<file path="config.mk">
export PLATFORM = sky130hd
export DESIGN_NAME = costas_tick_scheduler
export DESIGN_NICKNAME = d
export VERILOG_FILES = /design/src/rtl/costas_tick_scheduler.sv
export SDC_FILE = /design/constraint.sdc
export NUM_CORES = 1
export LEC_CHECK = 0
export CORE_MARGIN = 3
export CORE_UTILIZATION = 58
export CTS_CLUSTER_SIZE = 28
export DETAILED_ROUTE_END_ITERATION = 7
export PLACE_DENSITY = 0.82
export SLEW_MARGIN = 0
export SYNTH_ARGS = -nofsm -noshare
export SYNTH_HDL_FRONTEND = slang
export SYNTH_SLANG_ARGS = --single-unit
</file>
<file path="constraint.sdc">
create_clock -name clockin -period 3.9 [get_ports clockin]
set_input_delay 0.585 -clock clockin [delete_from_list [all_inputs] [get_ports clockin]]
set_output_delay 0.585 -clock clockin [all_outputs]
set_load 0.05 [all_outputs]
</file>
<file path="src/rtl/costas_tick_scheduler.sv">
// Purpose : Costas loop timing scheduler: per-period tick, offset trigger, divided clock, boundary-aligned reconfig.
// Latency : strobes decode from registered count/state; a valid config word lands one cycle after acceptance (IDLE) or at the next wrap (RUN).
// Backpress: cfg_ready is low only while a shadow config waits for a period boundary (PEND); invalid words are always taken and dropped.
//
// Ports:
//   clockin, resetn            system clock, synchronous active-low reset
//   enable                     run request; low parks the scheduler in IDLE
//   cfg_valid/cfg_ready        config handshake for cfg_period/cfg_trig
//   cfg_err                    one-cycle pulse after an invalid word was discarded
//   cfg_pending                a valid config is waiting for the next boundary
//   tick, trigout, clockout    period start, trigger offset, divided clock level
//   count_out                  current position within the period
module costas_tick_scheduler #(
    parameter int              CNT_W      = 32,
    parameter logic [CNT_W-1:0] DEF_PERIOD = CNT_W'(1000),
    parameter logic [CNT_W-1:0] DEF_TRIG   = CNT_W'(500)
) (
    input  logic             clockin,
    input  logic             resetn,
    input  logic             enable,
    input  logic             cfg_valid,
    output logic             cfg_ready,
    input  logic [CNT_W-1:0] cfg_period,
    input  logic [CNT_W-1:0] cfg_trig,
    output logic             cfg_err,
    output logic             cfg_pending,
    output logic             tick,
    output logic             trigout,
    output logic             clockout,
    output logic [CNT_W-1:0] count_out
);

    typedef enum logic [1:0] {
        IDLE = 2'd0,
        RUN  = 2'd1,
        PEND = 2'd2
    } state_t;

    state_t           state, state_nx;
    logic [CNT_W-1:0] count, count_nx;
    logic [CNT_W-1:0] period_act, period_act_nx;
    logic [CNT_W-1:0] trig_act, trig_act_nx;
    logic [CNT_W-1:0] period_sh, period_sh_nx;
    logic [CNT_W-1:0] trig_sh, trig_sh_nx;
    logic             err_q, err_nx;

    logic accept;
    logic cfg_ok;
    logic wrap;
    logic running;

    assign accept  = cfg_valid && cfg_ready;
    assign cfg_ok  = (cfg_period >= CNT_W'(2)) && (cfg_trig < cfg_period);
    assign wrap    = (count == period_act - CNT_W'(1));
    assign running = (state != IDLE);

    always_ff @(posedge clockin) begin
        if (!resetn) begin
            state      <= IDLE;
            count      <= '0;
            period_act <= DEF_PERIOD;
            trig_act   <= DEF_TRIG;
            period_sh  <= DEF_PERIOD;
            trig_sh    <= DEF_TRIG;
            err_q      <= 1'b0;
        end else begin
            state      <= state_nx;
            count      <= count_nx;
            period_act <= period_act_nx;
            trig_act   <= trig_act_nx;
            period_sh  <= period_sh_nx;
            trig_sh    <= trig_sh_nx;
            err_q      <= err_nx;
        end
    end

    always_comb begin
        state_nx      = state;
        count_nx      = count;
        period_act_nx = period_act;
        trig_act_nx   = trig_act;
        period_sh_nx  = period_sh;
        trig_sh_nx    = trig_sh;
        // Invalid words never touch state or registers, even on a wrap cycle.
        err_nx        = accept && !cfg_ok;

        unique case (state)
            IDLE: begin
                count_nx = '0;
                if (accept && cfg_ok) begin
                    period_act_nx = cfg_period;
                    trig_act_nx   = cfg_trig;
                end
                if (enable) begin
                    state_nx = RUN;
                end
            end
            RUN: begin
                if (!enable) begin
                    // Stopping: no boundary to wait for, so a new word goes straight in.
                    state_nx = IDLE;
                    count_nx = '0;
                    if (accept && cfg_ok) begin
                        period_act_nx = cfg_period;
                        trig_act_nx   = cfg_trig;
                    end
                end else begin
                    count_nx = wrap ? '0 : count + CNT_W'(1);
                    if (accept && cfg_ok) begin
                        period_sh_nx = cfg_period;
                        trig_sh_nx   = cfg_trig;
                        state_nx     = PEND;
                    end
                end
            end
            PEND: begin
                if (!enable) begin
                    state_nx      = IDLE;
                    count_nx      = '0;
                    period_act_nx = period_sh;
                    trig_act_nx   = trig_sh;
                end else begin
                    count_nx = wrap ? '0 : count + CNT_W'(1);
                    // Swap on the wrap so the count=0 cycle already uses the new period.
                    if (wrap) begin
                        period_act_nx = period_sh;
                        trig_act_nx   = trig_sh;
                        state_nx      = RUN;
                    end
                end
            end
            default: begin
                state_nx = IDLE;
                count_nx = '0;
            end
        endcase
    end

    assign cfg_ready   = (state != PEND);
    assign cfg_pending = (state == PEND);
    assign cfg_err     = err_q;
    assign count_out   = count;
    assign tick        = running && (count == '0);
    assign trigout     = running && (count == trig_act);
    assign clockout    = running && (count < (period_act >> 1));

endmodule
</file>
=== Word level (Yosys, flattened, before mapping) ===
Cells that the tools add are included.

* Multiplexer cells: 16
* $add $sub $neg: 2
* Equal/unequal tests: 9
* Reductions and logical operators: 17
* Bitwise operators: 3
* $lt $le $gt $ge: 3

{| class="wikitable"
|+ Operators by type and width
! kind !! number
|-
| $mux W32 || 8
|-
| $pmux W32 S3 || 2
|-
| $eq A32 B32 Y1 || 2
|-
| $add A32 B1 Y32 const B || 1
|-
| $ge A32 B2 Y1 const B || 1
|-
| $logic_not A32 Y1 || 1
|-
| $lt A32 B31 Y1 || 1
|-
| $lt A32 B32 Y1 || 1
|-
| $sub A32 B1 Y32 const B || 1
|-
| $mux W2 || 5
|-
| $reduce_and A3 Y1 || 3
|-
| $logic_and A1 B1 Y1 || 7
|-
| $ne A2 B2 Y1 const B || 3
|-
| $pmux W2 S3 || 1
|-
| $reduce_or A4 Y1 || 1
|-
| $ne A3 B2 Y1 const B || 1
|-
| $ne A3 B3 Y1 const B || 1
|-
| $not A1 Y1 || 3
|-
| $reduce_bool A3 Y1 || 1
|-
| $eq A2 B1 Y1 const B || 1
|-
| $eq A2 B2 Y1 const B || 1
|-
| $logic_not A2 Y1 || 1
|-
| $reduce_bool A2 Y1 || 1
|-
| $reduce_or A2 Y1 || 1
|-
| $logic_not A1 Y1 || 1
|}

* Register bits after elaboration: 163
* Output and inout port bits: 38
* Logic and storage cells: 57

=== Logic depth before layout (Yosys ltp) ===
Gate-level depths: netlist of run 1.

* Depth in word-level cells: 6
* Mapped depth: 16
* Gate-level depth less buffers: 11

=== Worst setup path before layout of run 1 ===
Ideal clock, no wire load.

* Path type: register to output
* From: register count[2], in the netlist count_out[2]
* To: output port trigout
* Data required time: 3,315 ps
* Path buffers: 1
* Arrival: 3,501 ps
* Cell stages (with the launch flop): 7
* Slack: -186 ps
* Cells stage by stage: dfxtp_1 clkbuf_1 xor2_1 nor4_1 nand4_1 or4_1 nor4_1

* Cells in the longest elaborated chain, start to end: 2

{| class="wikitable"
|+ Ends and longest elaborated chain
! item !! RTL line !! text
|-
| start, declared || 40 || <nowiki>logic [CNT_W-1:0] count, count_nx;</nowiki>
|-
| start signal, assigned || 68 || <nowiki>count <= count_nx;</nowiki>
|-
| $eq A32 B32 Y1 || 144 || <nowiki>assign trigout = running && (count == trig_act);</nowiki>
|-
| $logic_and A1 B1 Y1 || 144 ||
|-
| end, declared || 28 || <nowiki>output logic trigout,</nowiki>
|}

Every way passes these cells.

=== Final worst setup path of run 1 ===
* From: register period_act[1]
* To: register state[0]

* Cells in the longest elaborated chain, start to end: 4

{| class="wikitable"
|+ Ends and longest elaborated chain
! item !! RTL line !! text
|-
| start, declared || 41 || <nowiki>logic [CNT_W-1:0] period_act, period_act_nx;</nowiki>
|-
| start signal, assigned || 69 || <nowiki>period_act <= period_act_nx;</nowiki>
|-
| $sub A32 B1 Y32 || 54 || <nowiki>assign wrap = (count == period_act - CNT_W'(1));</nowiki>
|-
| $eq A32 B32 Y1 || 54 ||
|-
| $ne A3 B2 Y1 (no line) || -- ||
|-
| $reduce_and A3 Y1 (no line) || -- ||
|-
| end signal, assigned || 67 || <nowiki>state <= state_nx;</nowiki>
|-
| end, declared || 39 || <nowiki>state_t state, state_nx;</nowiki>
|}

Every way passes these cells.
A chain may end at the register's enable or synchronous reset.

==> flow_summary.yaml, run 1 <==
outcome:
  status: "finished with violations"
  violations: "DRC"
die:
  die_h_um: 139.4
  dieArea_um2: 19440
  start_util_pct: 59.50
  rows: 48
  core_area_um2: 17360
  die_x_um: 139.4
  io_pins: 106
finish:
  fin_nets: 1511
  syn2layout_area_growth_pct: 22.50
  drive_above_1_share_pct: 12.04
  diodes: 0
synthesis:
  syn_area_um2: 10330
  yosysMostFrequentCell: "dfxtp_1"
  synth_async_sr_flop_share_pct: 0
  ys_types: 65
  synth_top_cells_by_count: "dfxtp_1, nand2_1, a21oi_1, clkbuf_1, inv_1"
  ys.flop_type: "dfxtp_1"
  yosys_warnings: 0
  syn_inst: 1272
  syn_nets: 1408
  synth_edf_count: 0
  synth-seq-cells: 163
  syn_avg_cell_area_um2: 8.119
  synth_area_leaders: "dfxtp_1, ha_1, a21oi_1, nand2_1, mux2i_1"
  synth_area_leader_cell: "dfxtp_1"
  ys_seq_area_share_pct: 31.60
  netlist.area_leader.share_pct: 31.60
route:
  drc: 1
  dr.pass1.iters: 8
  wl_mm: 30.12
  vias: 10164
  ant_nets: 0
  wl_per_cell_um: 18.69
  viasPerCell: 6.305
  drt_iter0_markers: 1332
flow_run:
  cap_violations: 0
timing:
  report.final.slew_viol_count: 0
  slew-limit-headroom_pct: 40.41
  setup_viol: 0
  worst_slew_pin_slew_ns: 0.8939
  period_minus_slack_ns: 3.750
  min_period_over_period_pct: 96.15
  fin_worst_skew_ns: 0.01040
  hold_ws_ns: 0.4552
  timing.fmax_ghz: 0.2667
  final.setup.tns_ns: 0
  hold_viol_final: 0
critical_path:
  cp_max_fo: 9
  crit_type: "reg2reg"
  r2r_slack_ns: 0.15
  critical-path-top-delay-family: "simple AND/OR/NAND/NOR gates"
  critPathRequiredTime_ns: 4.26
  critPathLaunchType: "flip-flop"
  r2r_end: "state[0]$_SDFFE_PN0P_"
  cp_slowest_cell: "or4_1"
  worstPathBufferInverterCount: 3
  ff2ff_path_depth: 13
  cp-end-kind: "flip-flop"
  cpPeakStageDelay_ns: 0.57
  worstPathArrival_ns: 4.11
  r2r-start: "period_act[1]$_SDFFE_PN0P_"
  crit_chain: "inv_1, ha_1, buf_4, or3b_2, nor3_2, nand3_1, nor4_1, o2111ai_1, nor4_2, buf_4, a31oi_2, or4_1, a21oi_1"
  cp_common_cell: "buf_4"
global_routing:
  grt_pass1_wl_mm: 47.94
  grt_overflow_total: 0
  grt_max_degree: 77
  antenna_found_initial: 0
  groute.usage.overall_pct: 30.35
  grt_pass1_vias: 9347
clock_tree:
  cts-htree-levels: 4
  cts_tree: "done"
  clkSinkCount: 163
  cts.clk_slew.worst_paths_ns: 0.06
  cts_root_buf: "clkbuf_16"
  ctsHoldBuffers: 0
  clock_latency_ns: 0.44
  cts_buffers: 17
  cts_buffer_depth: 2
placement:
  hpwl_mm: 22.00
  gp_congestion: 0.9898
  numPortBuffers: 105
worst_hold_path:
  whs_endpoint: "trig_sh[15]$_SDFFE_PN0P_"
  hp-start: "trig_sh[15]$_SDFFE_PN0P_"
  holdPathStages: 2
  hp-class: "reg2reg"
pwr:
  peakVddDrop_mv: 0.3574
  p_leak_nw: 4.883
  power_per_cell_area_nw_per_um2: 370.0
[through the flow]
step                power [W]  area, um^2  setup slack [ns]  utilization, %  std cells
finish               0.004680       12650            0.1501           72.89       1612
detailed placement   0.002904       12010           -0.3507           69.18       1581
floorplan            0.002510       10330            0.3489               -       1272
global placement     0.002864       12010           -0.2947           69.18       1581
CTS                  0.004655       12630           0.08645           72.74       1612
global route         0.004854       12650         -0.002525           72.89       1612
[registers in the layout, summed over array words and instances (netlist names)]
| signal | flops |
|---|---|
| trig_sh | 32 |
| state | 2 |
| cfg_err | 1 |
| count_out | 32 |
| period_sh | 32 |
| trig_act | 32 |
| period_act | 32 |
[final cells by class]
cell class / count / area (um^2)
Clock inverter: 10 / 148.9
Timing Repair Buffer: 197 / 1851
Multi-Input combinational cell: 922 / 6357
Fill cell: 1297 / 4706
Clock buffer: 21 / 470.5
Tap cell: 225 / 281.5
Inverter: 74 / 279.0
Sequential cell: 163 / 3263
[layer usage]
layer / up-vias / GRT usage [%] / routed length [um]
met2: 532 / 46.54 / 13490
met4: 0 / 12.15 / 1106
met3: 93 / 4.948 / 2479
met1: 4793 / 42.77 / 13050
met5: - / 0 / 0
li1: 4746 / - / -
[what timing repair did]
item / in CTS / in global routing
setup endpoints to repair: 1 / 65
gates cloned: 0 / 0
buffers inserted: 0 / 0
resized for setup: 1 / 7
hold endpoints to repair: 0 / 0
pin swaps: 0 / 0
[cells in the final DEF (no fill, tap or decap), types with 17 or more instances in the layout]
cell / count
nand3_1: 26
a21oi_1: 130
nand2_1: 162
mux2i_1: 54
a21o_1: 19
a311oi_1: 36
dfxtp_1: 163
clkdlybuf4s50_1: 103
nand4_1: 34
clkbuf_16: 17
o21ai_0: 22
xor2_1: 53
nor4_1: 29
buf_4: 84
nor2_1: 70
xnor2_1: 47
inv_1: 73
ha_1: 67
[logic make-up (layout without fill, tap and decap cells)]
kind of cell,after synthesis,count (layout),share of synthesized area (%)
mux,54,54,5.234
flops,163,163,31.60
simple gates,400,400,18.66
compound gates,300,300,20.26
buf+inv,187,302,7.536
fa+ha+maj,68,68,8.238
xor+xnor,100,100,8.481
[worst min-delay path: stages (launching register included)]
cell and delay, ns:
dfxtp_1 0.31, nand2_1 0.05, a21oi_1 0.05
[how the worst max path moves through the flow]
stage,start,cells past startpoint,end
3_3_place_gp,cfg_period[13],14,trig_act[8]$_SDFFE_PN1P_
5_1_grt,period_act[1]$_SDFFE_PN0P_,13,state[0]$_SDFFE_PN0P_
3_5_place_dp,cfg_period[13],14,trig_act[4]$_SDFFE_PN1P_
2_1_floorplan,cfg_period[13],13,trig_act[25]$_SDFFE_PN0P_
6_report,period_act[1]$_SDFFE_PN0P_,13,state[0]$_SDFFE_PN0P_
4_1_cts,cfg_period[13],14,trig_act[7]$_SDFFE_PN1P_
[power by group]
part	switching, W	internal (W)
combinational	0.000584	0.000459
clock	0.000709	0.00106
sequential	0.000101	0.00176
(Power assumes the default switching activity.)
==> inputs of run 2 (changes only) <==
--- a/config.mk
+++ b/config.mk
@@ -5,10 +5,12 @@
 export SDC_FILE = /design/constraint.sdc
 export NUM_CORES = 1
 export LEC_CHECK = 0
+export ABC_AREA = 1
 export CORE_MARGIN = 3
-export CORE_UTILIZATION = 58
+export CORE_UTILIZATION = 65
 export CTS_CLUSTER_SIZE = 28
 export DETAILED_ROUTE_END_ITERATION = 7
+export DONT_BUFFER_PORTS = 1
 export PLACE_DENSITY = 0.82
 export SLEW_MARGIN = 0
 export SYNTH_ARGS = -nofsm -noshare
==> run 2 against run 1 <==
Compared with the run above:
- routed wire length grew 1.1%
- setup slack better by 0.14 ns
- largest cell class unchanged
- fmax grew 3.8%
- global-route usage increased by 3.0 points
- critical path type is now reg2out
- the run now ends clean
- synthesized area is 6.2% higher
- critical path depth decreased by 4
==> flow_summary.yaml, run 2 <==
timing:
  report.final.slew_viol_count: 0
  period_minus_slack_ns: 3.611
  slew-limit-headroom_pct: 37.76
  worst_slew_pin_slew_ns: 0.9324
  timing.fmax_ghz: 0.2769
  fin_worst_skew_ns: 0.01530
  final.setup.tns_ns: 0
  hold_viol_final: 0
  hold_ws_ns: 0.2495
  min_period_over_period_pct: 92.60
  setup_viol: 0
  rsz0062_at_grt: "false"
clock_tree:
  cts.clk_slew.worst_paths_ns: 0.08
  cts_buffers: 17
  cts_setup_buffers: 0
  clkSinkCount: 163
  post_cts_resized: 0
  cts_root_buf: "clkbuf_16"
  cts_buffer_depth: 2
  cts-htree-levels: 4
  ctsHoldBuffers: 0
  clock_latency_ns: 0.44
  cts_tree: "done"
route:
  vias: 10932
  ant_nets: 0
  drc: 0
  dr.pass1.iters: 6
  viasPerCell: 5.751
  wl_mm: 30.44
  wl_per_cell_um: 16.01
  drt_iter0_markers: 1100
synthesis:
  synthAdderAreaFrac_pct: 7.761
  synth_edf_count: 0
  netlist.area_leader.share_pct: 29.76
  ys.flop_type: "dfxtp_1"
  syn_avg_cell_area_um2: 6.411
  yosys_warnings: 0
  syn_nets: 1846
  yosysMostFrequentCell: "nand2_1"
  synth-seq-cells: 163
  synth_area_leaders: "dfxtp_1, nand2_1, inv_1, nor2_1, ha_1"
  synth_top_cells_by_count: "nand2_1, inv_1, nor2_1, dfxtp_1, nand4_1"
  synthMuxAreaShare_pct: 2.374
  synth_top_family_by_area: "simple AND/OR/NAND/NOR gates"
  synth_xor_area_share_pct: 3.481
  syn_area_um2: 10960
  ys_seq_area_share_pct: 29.76
  ys_types: 42
  synth_compound_area_share_pct: 10.31
  syn_inst: 1710
  synth_area_leader_cell: "dfxtp_1"
  synth-simple-area-share_pct: 34.48
  synth_async_sr_flop_share_pct: 0
finish:
  diodes: 0
  final_util_pct: 72.43
  layout_commonest_cell: "nand2_1"
  final_cell_area_um2: 11710
  fin_nets: 1808
  fill_cells: 1357
  syn2layout_area_growth_pct: 6.847
  drive_above_1_share_pct: 4.866
  layout_common_cells: "nand2_1, inv_1, nor2_1"
outcome:
  status: "completed"
critical_path:
  worstPathArrival_ns: 3.03
  crit_type: "reg2out"
  worstPathBufferInverterCount: 1
  cpPeakStageDelay_ns: 0.78
  cp_max_fo: 4
  cp_slowest_cell: "dfxtp_1"
  critPathLaunchType: "flip-flop"
  ff2ff_path_depth: 12
  r2r_slack_ns: 0.53
  r2r-start: "count_out[3]$_SDFF_PP0_"
  r2r_end: "count_out[21]$_SDFF_PP0_"
  critPathRequiredTime_ns: 3.31
  crit_chain: "ha_1, nand2_1, nor2_1, a211oi_1, o221ai_1, o21ai_0, o2111ai_1, a21oi_1, buf_4"
  cp-end-kind: "primary output"
  critical-path-top-delay-family: "compound AO/OA/AOI/OAI gates"
global_routing:
  grt_pass1_wl_mm: 49.27
  groute.usage.overall_pct: 33.33
  antenna_found_initial: 0
  grt_pass1_vias: 9877
  grt_max_degree: 133
  grt_overflow_total: 0
worst_hold_path:
  holdPathStages: 2
  hp-start: "cfg_trig[5]"
  hp-class: "in2reg"
  whs_endpoint: "trig_sh[5]$_SDFFE_PN1P_"
flow_run:
  cap_violations: 0
pwr:
  power_per_cell_area_nw_per_um2: 642.1
  peakVddDrop_mv: 0.4922
  p_leak_nw: 5.549
  fin_total_pwr_w: 0.007522
placement:
  numPortBuffers: 0
  post_dp_cell_area_um2: 11120
  hpwl_mm: 22.86
  gp_congestion: 0.9606
die:
  die_x_um: 135.9
  start_util_pct: 67.79
  rows: 46
  core_area_um2: 16170
  io_pins: 106
  dieArea_um2: 18460
  die_h_um: 135.9
## run 2: cell types whose count changed in the layout (fill, tap and decap cells not counted), sizes merged, moves of 65 or more
cell,previous run,this run
nor2,71,240
a21oi,137,61
o21ai,29,102
clkdlybuf4s50,103,0
nand2,162,406
nand4,34,101
inv,75,257
buf,93,28
## run 2: per-layer routing
layer  part of all wire [%]  GRT usage, %
met4                    3.3         12.82
met5                      0             0
met1                     44         47.10
met2                     44         50.69
met3                    8.6         6.070
## run 2: per-stage QoR
step / worst slack [ns] / instances
2_1_floorplan: 0.6076 / 1710
3_3_place_gp: 0.7187 / 1869
3_5_place_dp: 0.6233 / 1869
4_1_cts: 0.3283 / 1901
5_1_grt: 0.1715 / 1901
6_report: 0.2887 / 1901
## run 2: worst max-delay path by stage
| stage | startpoint | to | cells past startpoint | slack (ns) |
|---|---|---|---|---|
| 2_1_floorplan | count_out[17]$_SDFF_PP0_ | trigout | 7 | 0.61 |
| 3_3_place_gp | count_out[3]$_SDFF_PP0_ | count_out[21]$_SDFF_PP0_ | 12 | 0.72 |
| 3_5_place_dp | count_out[3]$_SDFF_PP0_ | count_out[29]$_SDFF_PP0_ | 12 | 0.62 |
| 4_1_cts | count_out[19]$_SDFF_PP0_ | clockout | 9 | 0.33 |
| 5_1_grt | count_out[19]$_SDFF_PP0_ | clockout | 9 | 0.17 |
| 6_report | count_out[19]$_SDFF_PP0_ | clockout | 9 | 0.29 |
## run 2: cell type report
class	count	area (um^2)	share of cell area (%)
Tap cell	216	270.3	2.307
Inverter	252	945.9	8.075
Clock inverter	14	162.7	1.389
Clock buffer	18	429.2	3.664
Sequential cell	163	3263	27.86
Timing Repair Buffer	28	210.2	1.794
Multi-Input combinational cell	1210	6432	54.91
## run 2: cells by family after synthesis
logic type / after synthesis
AO/OA/AOI/OAI: 204
XOR/XNOR: 42
adder cells (fa/ha/maj): 68
buffers and inverters: 337
flip-flops: 163
multiplexers: 26
AND/OR/NAND/NOR: 870
## run 2: power by group
part | internal [W] | leakage [nW] | switching (W) | total, W
clock | 0.000857 | 0.279 | 0.000800 | 0.00166
sequential | 0.00204 | 1.33 | 0.000360 | 0.00240
combinational | 0.00119 | 3.94 | 0.00227 | 0.00347
==> inputs of run 3 (changes only) <==
==> constraint.sdc (replaced) <==
create_clock -name clockin -period 3.9 [get_ports clockin]
set_input_delay 0.39 -clock clockin [delete_from_list [all_inputs] [get_ports clockin]]
set_output_delay 0.39 -clock clockin [all_outputs]
set_load 0.05 [all_outputs]
==> run 3 against run 2 <==
Compared with the run above:
- power increased by 1.2%
- fmax is 0.88% higher
- critical path depth unchanged
- cell area up 0.31%
- routed wire length increased by 2.0%
- global-route usage rose by 0.58 points
- sequential share of layout area shrank 0.086 points
- sequential cell count is the same
- core utilization increased by 0.22 points
- critical endpoint unchanged
- largest cell class unchanged
==> flow_summary.yaml, run 3 (synthesized netlist as in run 2, its figures left out) <==
finish:
  fill_cells: 1367
  drive_above_1_share_pct: 5.148
  diodes: 0
  final_util_pct: 72.65
  layout_commonest_cell: "nand2_1"
  fin_nets: 1813
  syn2layout_area_growth_pct: 7.179
  layout_common_cells: "nand2_1, inv_1, nor2_1"
timing:
  setup_viol: 0
  period_minus_slack_ns: 3.580
  rsz0062_at_grt: "false"
  hold_viol_final: 0
  min_period_over_period_pct: 91.79
  timing.fmax_ghz: 0.2793
  report.final.slew_viol_count: 0
  final.setup.tns_ns: 0
  slew-limit-headroom_pct: 33.78
  worst_slack_ns: 0.3201
  fin_worst_skew_ns: 0.01173
  worst_slew_pin_slew_ns: 0.9920
  hold_ws_ns: 0.06030
pwr:
  power.net_switching_w: 0.003459
  seq_power_share_pct: 31.5
  peakVddDrop_mv: 0.4252
  p_clk_share_pct: 22.6
  p_leak_nw: 5.582
  fin_total_pwr_w: 0.007611
  switching_share_pct: 45.45
  combPwrFrac_pct: 45.9
  power_per_cell_area_nw_per_um2: 647.7
  internal-power_w: 0.004152
clock_tree:
  cts_buffer_depth: 2
  ctsHoldBuffers: 0
  cts_root_buf: "clkbuf_16"
  clkSinkCount: 163
  cts-htree-levels: 4
  cts_tree: "done"
  cts.clk_slew.worst_paths_ns: 0.07
  cts_buffers: 17
  cts_setup_buffers: 0
  post_cts_resized: 0
  clock_latency_ns: 0.44
placement:
  hpwl_mm: 23.12
  pre_cts_ws_ns: 0.7054
  gp_congestion: 0.9474
  numPortBuffers: 0
global_routing:
  antenna_found_initial: 0
  grt_max_degree: 133
  grt_pass1_vias: 10086
  grt_pass1_wl_mm: 50.23
  grt_overflow_total: 0
  groute.usage.overall_pct: 33.90
outcome:
  status: "completed"
die:
  die_h_um: 135.9
  start_util_pct: 67.79
  core_area_um2: 16170
  io_pins: 106
  die_x_um: 135.9
  rows: 46
  dieArea_um2: 18460
route:
  ant_nets: 0
  viasPerCell: 5.767
  drc: 0
  wl_per_cell_um: 16.30
  drt_iter0_markers: 1084
  dr.pass1.iters: 7
  vias: 10992
  wl_mm: 31.06
critical_path:
  crit_type: "reg2out"
  worstPathArrival_ns: 3.19
  critPathLaunchType: "flip-flop"
  critPathRequiredTime_ns: 3.51
  cp_max_fo: 10
  cp-end-kind: "primary output"
flow_run:
  cap_violations: 0
worst_hold_path:
  hp-class: "in2reg"
[run 3: area by class of cell]
class	count	area, um^2	share of cell area, %
Multi-Input combinational cell	1210	6432	54.74
Timing Repair Buffer	33	247.7	2.108
Tap cell	216	270.3	2.300
Inverter	252	945.9	8.050
Sequential cell	163	3263	27.77
Clock buffer	18	429.2	3.652
Clock inverter	14	161.4	1.374
[run 3: stage by stage]
step	cells	instance area, um^2
floorplan	1710	10960
global placement	1874	11160
detailed placement	1874	11160
CTS	1906	11750
global route	1906	11750
finish	1906	11750
[run 3: worst paths after layout]
kind	start	to	slack [ns]	cells after the start
min	cfg_trig[4]	trig_sh[4]$_SDFFE_PN1P_	0.06	2
max reg2reg	count_out[2]$_SDFF_PP0_	period_act[31]$_SDFFE_PN0P_	0.65	14
min reg2reg	period_sh[14]$_SDFFE_PN0P_	period_sh[14]$_SDFFE_PN0P_	0.45	2
max	count_out[17]$_SDFF_PP0_	clockout	0.32	9
[run 3: worst max-delay path, stage by stage, from the launching register on]
cell	delay [ns]
dfxtp_1	0.93
ha_1	0.38
a21oi_1	0.13
nor2_1	0.05
a211oi_1	0.27
o221ai_1	0.15
o21ai_0	0.16
o2111ai_1	0.11
a21oi_1	0.29
buf_4	0.27
[run 3: layer usage]
metal | vias to the layer above | global-route usage, % | share of wire (%)
li1 | 5460 | - | -
met1 | 5005 | 47.50 | 44
met2 | 465 | 51.96 | 44
met3 | 62 | 7.143 | 8.9
met4 | 0 | 11.76 | 2.9
met5 | - | 0 | 0
[run 3: power by group through the flow]
stage	Clock [W]	Sequential (W)	Combinational (W)
after floorplan	0	0.00230	0.00275
after global placement	0	0.00240	0.00332
after detailed placement	0	0.00241	0.00341
after CTS	0.00172	0.00237	0.00345
after global routing	0.00180	0.00243	0.00398
final	0.00172	0.00240	0.00349
